<file path="src/rtl/dmem_pkg.sv">
// ============================================================================
//  Module   : dmem_pkg
//  Purpose  : Shared funct3 codes, LSU state encoding and lane helpers.
//  Revision : 1.0
// ============================================================================
`default_nettype none

package dmem_pkg;

    localparam logic [2:0] F3_B  = 3'b000;
    localparam logic [2:0] F3_H  = 3'b001;
    localparam logic [2:0] F3_W  = 3'b010;
    localparam logic [2:0] F3_BU = 3'b100;
    localparam logic [2:0] F3_HU = 3'b101;

    typedef enum logic [2:0] {
        ST_IDLE   = 3'd0,
        ST_RD     = 3'd1,
        ST_RMW_RD = 3'd2,
        ST_WR     = 3'd3,
        ST_RESP   = 3'd4
    } state_t;

    // Pick the addressed byte/half out of a word and extend it to 32 bits.
    function automatic logic [31:0] lane_extract(input logic [31:0] word,
                                                 input logic [1:0]  off,
                                                 input logic [2:0]  funct3);
        logic [31:0] sh;
        logic [15:0] half;
        sh   = word >> {off, 3'b000};
        half = off[1] ? word[31:16] : word[15:0];
        case (funct3)
            F3_B:    lane_extract = {{24{sh[7]}}, sh[7:0]};
            F3_BU:   lane_extract = {24'h0, sh[7:0]};
            F3_H:    lane_extract = {{16{half[15]}}, half};
            F3_HU:   lane_extract = {16'h0, half};
            F3_W:    lane_extract = word;
            default: lane_extract = 32'h0;
        endcase
    endfunction

    // Replace the addressed byte/half of a word with the low store bytes.
    function automatic logic [31:0] lane_merge(input logic [31:0] word,
                                               input logic [31:0] wdata,
                                               input logic [1:0]  off,
                                               input logic [2:0]  funct3);
        logic [31:0] res;
        res = word;
        case (funct3)
            F3_B: res[{off, 3'b000} +: 8] = wdata[7:0];
            F3_H: begin
                if (off[1]) res[31:16] = wdata[15:0];
                else        res[15:0]  = wdata[15:0];
            end
            F3_W:    res = wdata;
            default: res = word;
        endcase
        lane_merge = res;
    endfunction

    // Size/alignment legality only; the address range check lives in the LSU.
    function automatic logic access_err(input logic       write,
                                        input logic [2:0] funct3,
                                        input logic [1:0] off);
        case (funct3)
            F3_B:          access_err = 1'b0;
            F3_H:          access_err = off[0];
            F3_W:          access_err = (off != 2'b00);
            F3_BU, F3_HU:  access_err = write;
            default:       access_err = 1'b1;
        endcase
    endfunction

endpackage

`default_nettype wire

</file>
<file path="src/rtl/dmem_lane_unit.sv">
// ============================================================================
//  Module   : dmem_lane_unit
//  Purpose  : Combinational load-lane extraction and store-lane merge.
//  Revision : 1.0
// ============================================================================
`default_nettype none

module dmem_lane_unit
    import dmem_pkg::*;
(
    input  logic [31:0] word,
    input  logic [31:0] wdata,
    input  logic [1:0]  off,
    input  logic [2:0]  funct3,
    output logic [31:0] extracted,
    output logic [31:0] merged
);

    assign extracted = lane_extract(word, off, funct3);
    assign merged    = lane_merge(word, wdata, off, funct3);

endmodule

`default_nettype wire

</file>
<file path="src/rtl/dmem_lsu.sv">
// ============================================================================
//  Module   : dmem_lsu
//  Purpose  : Single-outstanding load/store unit with sub-word RMW stores.
//  Revision : 1.0
// ============================================================================
`default_nettype none

module dmem_lsu
    import dmem_pkg::*;
#(
    parameter int MEM_BYTES = 32
) (
    input  logic        clk_i,
    input  logic        rst_i,
    input  logic        req_valid_i,
    output logic        req_ready_o,
    input  logic        req_write_i,
    input  logic [2:0]  req_funct3_i,
    input  logic [31:0] req_addr_i,
    input  logic [31:0] req_wdata_i,
    output logic        resp_valid_o,
    input  logic        resp_ready_i,
    output logic [31:0] resp_rdata_o,
    output logic        resp_err_o,
    output logic        busy_o,
    output logic [31:0] mem_addr_o,
    output logic [31:0] mem_data_o,
    output logic        mem_write_o,
    output logic        mem_read_o,
    input  logic [31:0] mem_data_i
);

    state_t      state, state_n;
    logic [2:0]  f3_q;
    logic [31:0] addr_q;
    logic [31:0] wdata_q;
    logic [31:0] rdata_q;
    logic        err_q;
    logic        req_err;
    logic [31:0] extracted;
    logic [31:0] merged;

    assign req_err = access_err(req_write_i, req_funct3_i, req_addr_i[1:0]) ||
                     (req_addr_i >= 32'(MEM_BYTES));

    dmem_lane_unit u_lane (
        .word      (mem_data_i),
        .wdata     (wdata_q),
        .off       (addr_q[1:0]),
        .funct3    (f3_q),
        .extracted (extracted),
        .merged    (merged)
    );

    always_ff @(posedge clk_i or negedge rst_i) begin
        if (!rst_i) begin
            state <= ST_IDLE;
        end else begin
            state <= state_n;
        end
    end

    // wdata_q is reused as the write buffer: the merged word replaces it in RMW_RD.
    always_ff @(posedge clk_i or negedge rst_i) begin
        if (!rst_i) begin
            f3_q    <= 3'b000;
            addr_q  <= 32'h0;
            wdata_q <= 32'h0;
            rdata_q <= 32'h0;
            err_q   <= 1'b0;
        end else begin
            case (state)
                ST_IDLE: begin
                    if (req_valid_i) begin
                        f3_q    <= req_funct3_i;
                        addr_q  <= req_addr_i;
                        wdata_q <= req_wdata_i;
                        rdata_q <= 32'h0;
                        err_q   <= req_err;
                    end
                end
                ST_RD:     rdata_q <= extracted;
                ST_RMW_RD: wdata_q <= merged;
                default:   ;
            endcase
        end
    end

    always_comb begin
        state_n      = state;
        req_ready_o  = 1'b0;
        resp_valid_o = 1'b0;
        resp_rdata_o = 32'h0;
        resp_err_o   = 1'b0;
        busy_o       = 1'b1;
        mem_addr_o   = 32'h0;
        mem_data_o   = 32'h0;
        mem_write_o  = 1'b0;
        mem_read_o   = 1'b0;
        case (state)
            ST_IDLE: begin
                busy_o      = 1'b0;
                req_ready_o = rst_i;
                if (req_valid_i) begin
                    if (req_err)            state_n = ST_RESP;
                    else if (!req_write_i)  state_n = ST_RD;
                    else if (req_funct3_i == F3_W) state_n = ST_WR;
                    else                    state_n = ST_RMW_RD;
                end
            end
            ST_RD: begin
                mem_read_o = 1'b1;
                mem_addr_o = {addr_q[31:2], 2'b00};
                state_n    = ST_RESP;
            end
            ST_RMW_RD: begin
                mem_read_o = 1'b1;
                mem_addr_o = {addr_q[31:2], 2'b00};
                state_n    = ST_WR;
            end
            ST_WR: begin
                mem_write_o = 1'b1;
                mem_addr_o  = {addr_q[31:2], 2'b00};
                mem_data_o  = wdata_q;
                state_n     = ST_RESP;
            end
            ST_RESP: begin
                resp_valid_o = 1'b1;
                resp_rdata_o = rdata_q;
                resp_err_o   = err_q;
                if (resp_ready_i) state_n = ST_IDLE;
            end
            default: begin
                busy_o  = 1'b0;
                state_n = ST_IDLE;
            end
        endcase
    end

endmodule

`default_nettype wire
</file>
<file path="config.mk">
export PLATFORM = sky130hd
export DESIGN_NAME = dmem_lsu
export DESIGN_NICKNAME = d
export VERILOG_FILES = /design/src/rtl/dmem_pkg.sv /design/src/rtl/dmem_lane_unit.sv /design/src/rtl/dmem_lsu.sv
export SDC_FILE = /design/constraint.sdc
export NUM_CORES = 1
export LEC_CHECK = 0
export BUFFER_PORTS_ARGS = -buffer_cell sky130_fd_sc_hd__buf_2
export CORE_UTILIZATION = 47
export DETAILED_ROUTE_END_ITERATION = 8
export GPL_TIMING_DRIVEN = 1
export PLACE_DENSITY = 0.78
export SLEW_MARGIN = 20
export SYNTH_ARGS = -nofsm -noshare
export SYNTH_HDL_FRONTEND = slang
export SYNTH_SLANG_ARGS = --single-unit
</file>
<file path="constraint.sdc">
create_clock -name clk_i -period 2 [get_ports clk_i]
set_input_delay 0.4 -clock clk_i [delete_from_list [all_inputs] [get_ports clk_i]]
set_output_delay 0.4 -clock clk_i [all_outputs]
set_load 0.1 [all_outputs]
</file>
==> After elaboration in Yosys (flattened, before gate mapping) <==
Cells that the tools add are included.
{ "word_totals": {"reg_bits": 103, "out_inout_bits": 102} }
{ "op_classes": {"n_addsub": 1, "order_cmp": 1, "eq_ne": 16, "shift": 3, "n_mux": 26, "reduce_logical": 17} }
{ "ops": {"columns": ["cell", "count"], "rows": [
  ["$mux 32", 5],
  ["$pmux 32 s5", 1],
  ["$pmux 32 s2", 2],
  ["$pmux 32 s3", 1],
  ["$mux 16", 3],
  ["$bwmux 32", 1],
  ["$ge 32x6->1 const B", 1],
  ["$shift 8x7->32 const A", 1],
  ["$shiftx 8x7->32", 1],
  ["$shr 32x5->8", 1],
  ["$eq 3x3->1 const B", 5],
  ["$eq 3x2->1 const B", 4],
  ["$pmux 3 s4", 1],
  ["$eq 3x1->1 const B", 3],
  ["$logic_not 3->1", 3],
  ["$mux 3", 3],
  ["$mux 1", 7],
  ["$neg 5->7", 1],
  ["$ne 2x2->1 const B", 3],
  ["$reduce_and 2->1", 3],
  ["$reduce_bool 2->1", 3],
  ["$reduce_or 2->1", 3],
  ["$pmux 1 s4", 1],
  ["$reduce_and 4->1", 1],
  ["6 further kinds", 6]
]} }

==> Depth between registers and ports, before layout <==
{ "depth": {"depth_word": 7, "mapped_depth": 8, "depth_no_buf": 6} }

==> Cells and area by module <==
Synthesis repeated with hierarchy kept, for this count alone.
{ "hier_totals": {"cells_unflattened": 846, "hier_area_um2": 6949.2} }
{ "by_module_without_submodules": {"columns": ["module", "instances", "cells_per_inst", "area_each_um2"], "rows": [
  ["dmem_lsu", 1, 578, 5077.4],
  ["dmem_lane_unit", 1, 268, 1871.8]
]} }

==> Worst setup path before layout <==
OpenSTA, ideal clock, no wires.
{ "synth_timing": {"path_kind": "register -> output", "start": "register state[2]", "end": "output req_ready_o", "t_arrival_ps": 3829, "setup_slack_ps": -2229, "stages_incl_launch_ff": 4, "cell_sequence": "dfrtp_1 > buf_6 > clkbuf_1 > nor4b_1"} }
{ "synth_via": {"elab_chain_len": 2} }
{ "synth_rtl": {"columns": ["element", "line_no", "text"], "rows": [
  ["start: declaration", "dmem_lsu.sv:33", "state_t state, state_n;"],
  ["start signal: assignment", "dmem_lsu.sv:59", "state <= state_n;"],
  ["$logic_not 3->1", "dmem_lsu.sv:100", "case (state)"],
  ["$mux 1", "dmem_lsu.sv:100", null],
  ["end: declaration", "dmem_lsu.sv:16", "output logic req_ready_o,"]
]} }
Every way passes these cells.

==> Final worst setup path <==
{ "layout_timing": {"start": "register state[2]", "end": "output mem_data_o[27]"} }
{ "layout_via": {"elab_chain_len": 2} }
{ "layout_rtl": {"columns": ["element", "line_no", "text"], "rows": [
  ["$eq 3x2->1", "dmem_lsu.sv:100", null],
  ["$mux 32", "dmem_lsu.sv:100", null],
  ["end: declaration", "dmem_lsu.sv:27", "output logic [31:0] mem_data_o,"]
]} }
Every way passes these cells.

==> run summary <==
Yosys warnings = 0
Final Cell Area = 0.0108 mm²
Worst Path Required = 1600 ps
Cells on worst reg2reg path = 8
Post-Syn Area = 0.00630 mm²
Die ar. = 0.0139 mm²
Run status = finished, violations left
Ant diodes = 0
Die Y = 118 µm
Clock Tree Buf Depth = 2
WL/cell = 24.1 µm
Area grow syn2layout = 72.0%
Initial DRC Count = 1052
Failing checks = setup timing
Die width = 118 µm
R2r endpoint = wdata_q[1]
Highest clock rate = 0.457 GHz
Initial antenna violation count = 0
Initial Utilization = 49.2%
Clock transition at the registers of the reported paths = 80 ps
CP endpoint kind = primary output
Power Density = 647 mW/mm²
Core area = 0.0128 mm²
Tcrit/Tclk final = 109%
Syn_area_per_cell = 8.74 µm²
Via density = 6.56
GRT Overall Usage = 33.8%
Yosys reg bits = 103
Clock Latency Late Sink = 370 ps
Setup WS post-layout = -188 ps
Total CTS buffers = 9
Library cells used by synthesis = 62
Crit Path Class = flop to primary output
Unrepaired setup endpoints after global routing = true
Final Util = 84.5%
Cell Rows = 41
H-tree lvl count = 3
Worst R2R Setup Slack = -170 ps
Post-synth EDFFs = 0
GP Congestion = 0.899
CTS root buffer = clkbuf_16
Most common cell after layout, fill and taps aside = nand2_1
Nets = 1070
DP Area = 0.00953 mm²
Most frequent cells in the layout = nand2_1, buf_12, dfrtp_1, buf_2, buf_4
Worst vdd ir = 0.502 mV
Hold WC Path Type = input pin to asynchronous set/reset pin
Post-synth ARST share = 100%
Dpl hpwl = 16200 µm
Reg2reg start = state[2]
Prevailing post-synth register cell = dfrtp_1
Slew Viols, Final = 0
Vias in the first global route = 6866
Worst Skew = 10.8 ps
Largest net degree at the start of global routing = 104
Max_slew headroom = 49.6%
PortBufs = 203
Sequential fraction of the synthesis area = 40.9%
Clock sinks = 103
Crit path DAT = 1790 ps
Worst Path Max Fanout = 13
Worst slew pin tran = 753 ps
Mapped Cells = 721
DRT Wirelength = 27500 µm
Antenna-violating nets left = 0
CTS tree = done
Crit path time final = 2190 ps
First-pass GRT wire length = 36400 µm
Routed vias = 7463
Final setup fails = 157
Leak pwr = 0.00488 µW
GRT overflow = 0
Share of cells above drive strength 1 = 48.2%
Final hold violation count = 0
I/O pin total = 206
DRC violations left = 0
Max Cap Viol = 0
Cts hold-fix bufs = 0
First-pass detailed-route iteration total = 7
Worst setup SP type = flop
-- cell usage after synthesis (3+ instances only) --
| library cell | instances | area (µm²) |
|---|---|---|
| or3_1 | 3 | 18.8 |
| inv_1 | 23 | 86.3 |
| clkbuf_1 | 33 | 124 |
| buf_4 | 3 | 22.5 |
| nand2_1 | 132 | 495 |
| nor2_1 | 28 | 105 |
| buf_6 | 3 | 33.8 |
| a2111oi_0 | 8 | 70.1 |
| ha_1 | 5 | 62.6 |
| and3_1 | 33 | 206 |
| o211ai_1 | 10 | 75.1 |
| mux2_1 | 8 | 90.1 |
| a221o_1 | 38 | 380 |
| nor4_1 | 7 | 43.8 |
| nand2b_1 | 11 | 68.8 |
| and2_1 | 61 | 382 |
| nand4_1 | 9 | 56.3 |
| a221oi_1 | 16 | 140 |
| dfrtp_1 | 103 | 2580 |
| buf_2 | 19 | 95.1 |
| nand3_1 | 8 | 40.0 |
| buf_1 | 3 | 11.3 |
| nor3b_1 | 4 | 30.0 |
| a21oi_1 | 17 | 85.1 |
| mux2_2 | 8 | 90.1 |
| mux2i_1 | 9 | 90.1 |
| nor3_1 | 9 | 45.0 |
| a31oi_1 | 8 | 50.1 |
| o21ai_0 | 38 | 190 |
| o21ai_1 | 26 | 130 |
-- per-layer routing --
metal  wire length, µm  global-route usage, %  up-vias
li1                  -                      -     3077
met1              9400                   39.1     3506
met2             12700                   55.7      682
met3              3460                   9.45      198
met4              1880                   20.5        0
met5                 0                      0        -
-- registers in the layout (all words and copies together) (netlist names) --
name	count
addr_q	32
state	3
wdata_q	32
rdata_q	32
f3_q	3
err_q	1
-- cell families after synthesis --
group                      synth area share [%]
AOI/OAI and AO/OA                          20.6
buffers and inverters                      5.97
xor gates and xnor gates                  0.278
other                                    0.0595
muxes                                      4.64
adders and majority gates                 0.992
and+or+nand+nor                            26.5
DFF                                        40.9
-- per-stage QoR --
step	TNS, ps	hold WS, ps	total power, µW	setup WS, ps	instances
floorplan	-3340	104	3730	-195	722
global placement	-3910	449	4360	-280	1083
detailed placement	-4480	454	4450	-292	1083
CTS	-16470	182	6510	-203	1117
global route	-25330	176	7260	-242	1138
finish	-16930	107	7010	-188	1138
-- power by group --
group | internal, µW | leakage [µW] | switching, µW
Sequential | 2370 | 0.00132 | 282
Combinational | 1060 | 0.00342 | 1400
Clock | 1020 | 0.000151 | 878
Total | 4450 | 0.00488 | 2560
-- what timing repair did --
item / 4_1_cts / 5_1_grt
endpoints found under the setup margin: 139 / 177
resized for setup: 55 / 74
pin swaps: 17 / 24
gates cloned: 4 / 6
buffers inserted: 15 / 19
-- area by class of cell --
class	instances	area, µm²
tap	172	215
sequential	103	2580
multi-input combinational	534	4050
clock buffer	10	239
fill	610	1980
inverter	24	93.8
timing repair buffer	289	3600
clock inverter	6	72.6
-- critical path: stages (launching register included) --
cell and delay (ps):
dfrtp_1 440, buf_12 160, nand2b_4 170, nor2_4 140
buf_8 170, and2_4 170, buf_12 170
-- how the worst max path moves through the flow --
stage                          end  cells past startpoint  startpoint  slack (ps)
global route        mem_data_o[27]                      6    state[0]        -240
detailed placement     wdata_q[16]                      8   addr_q[1]        -290
CTS                  mem_data_o[9]                      7    state[2]        -200
global placement       wdata_q[30]                      6   addr_q[0]        -280
finish              mem_data_o[27]                      6    state[2]        -190
floorplan              req_ready_o                      3    state[2]        -190
Note: power is estimated with default switching activity, not from simulation.
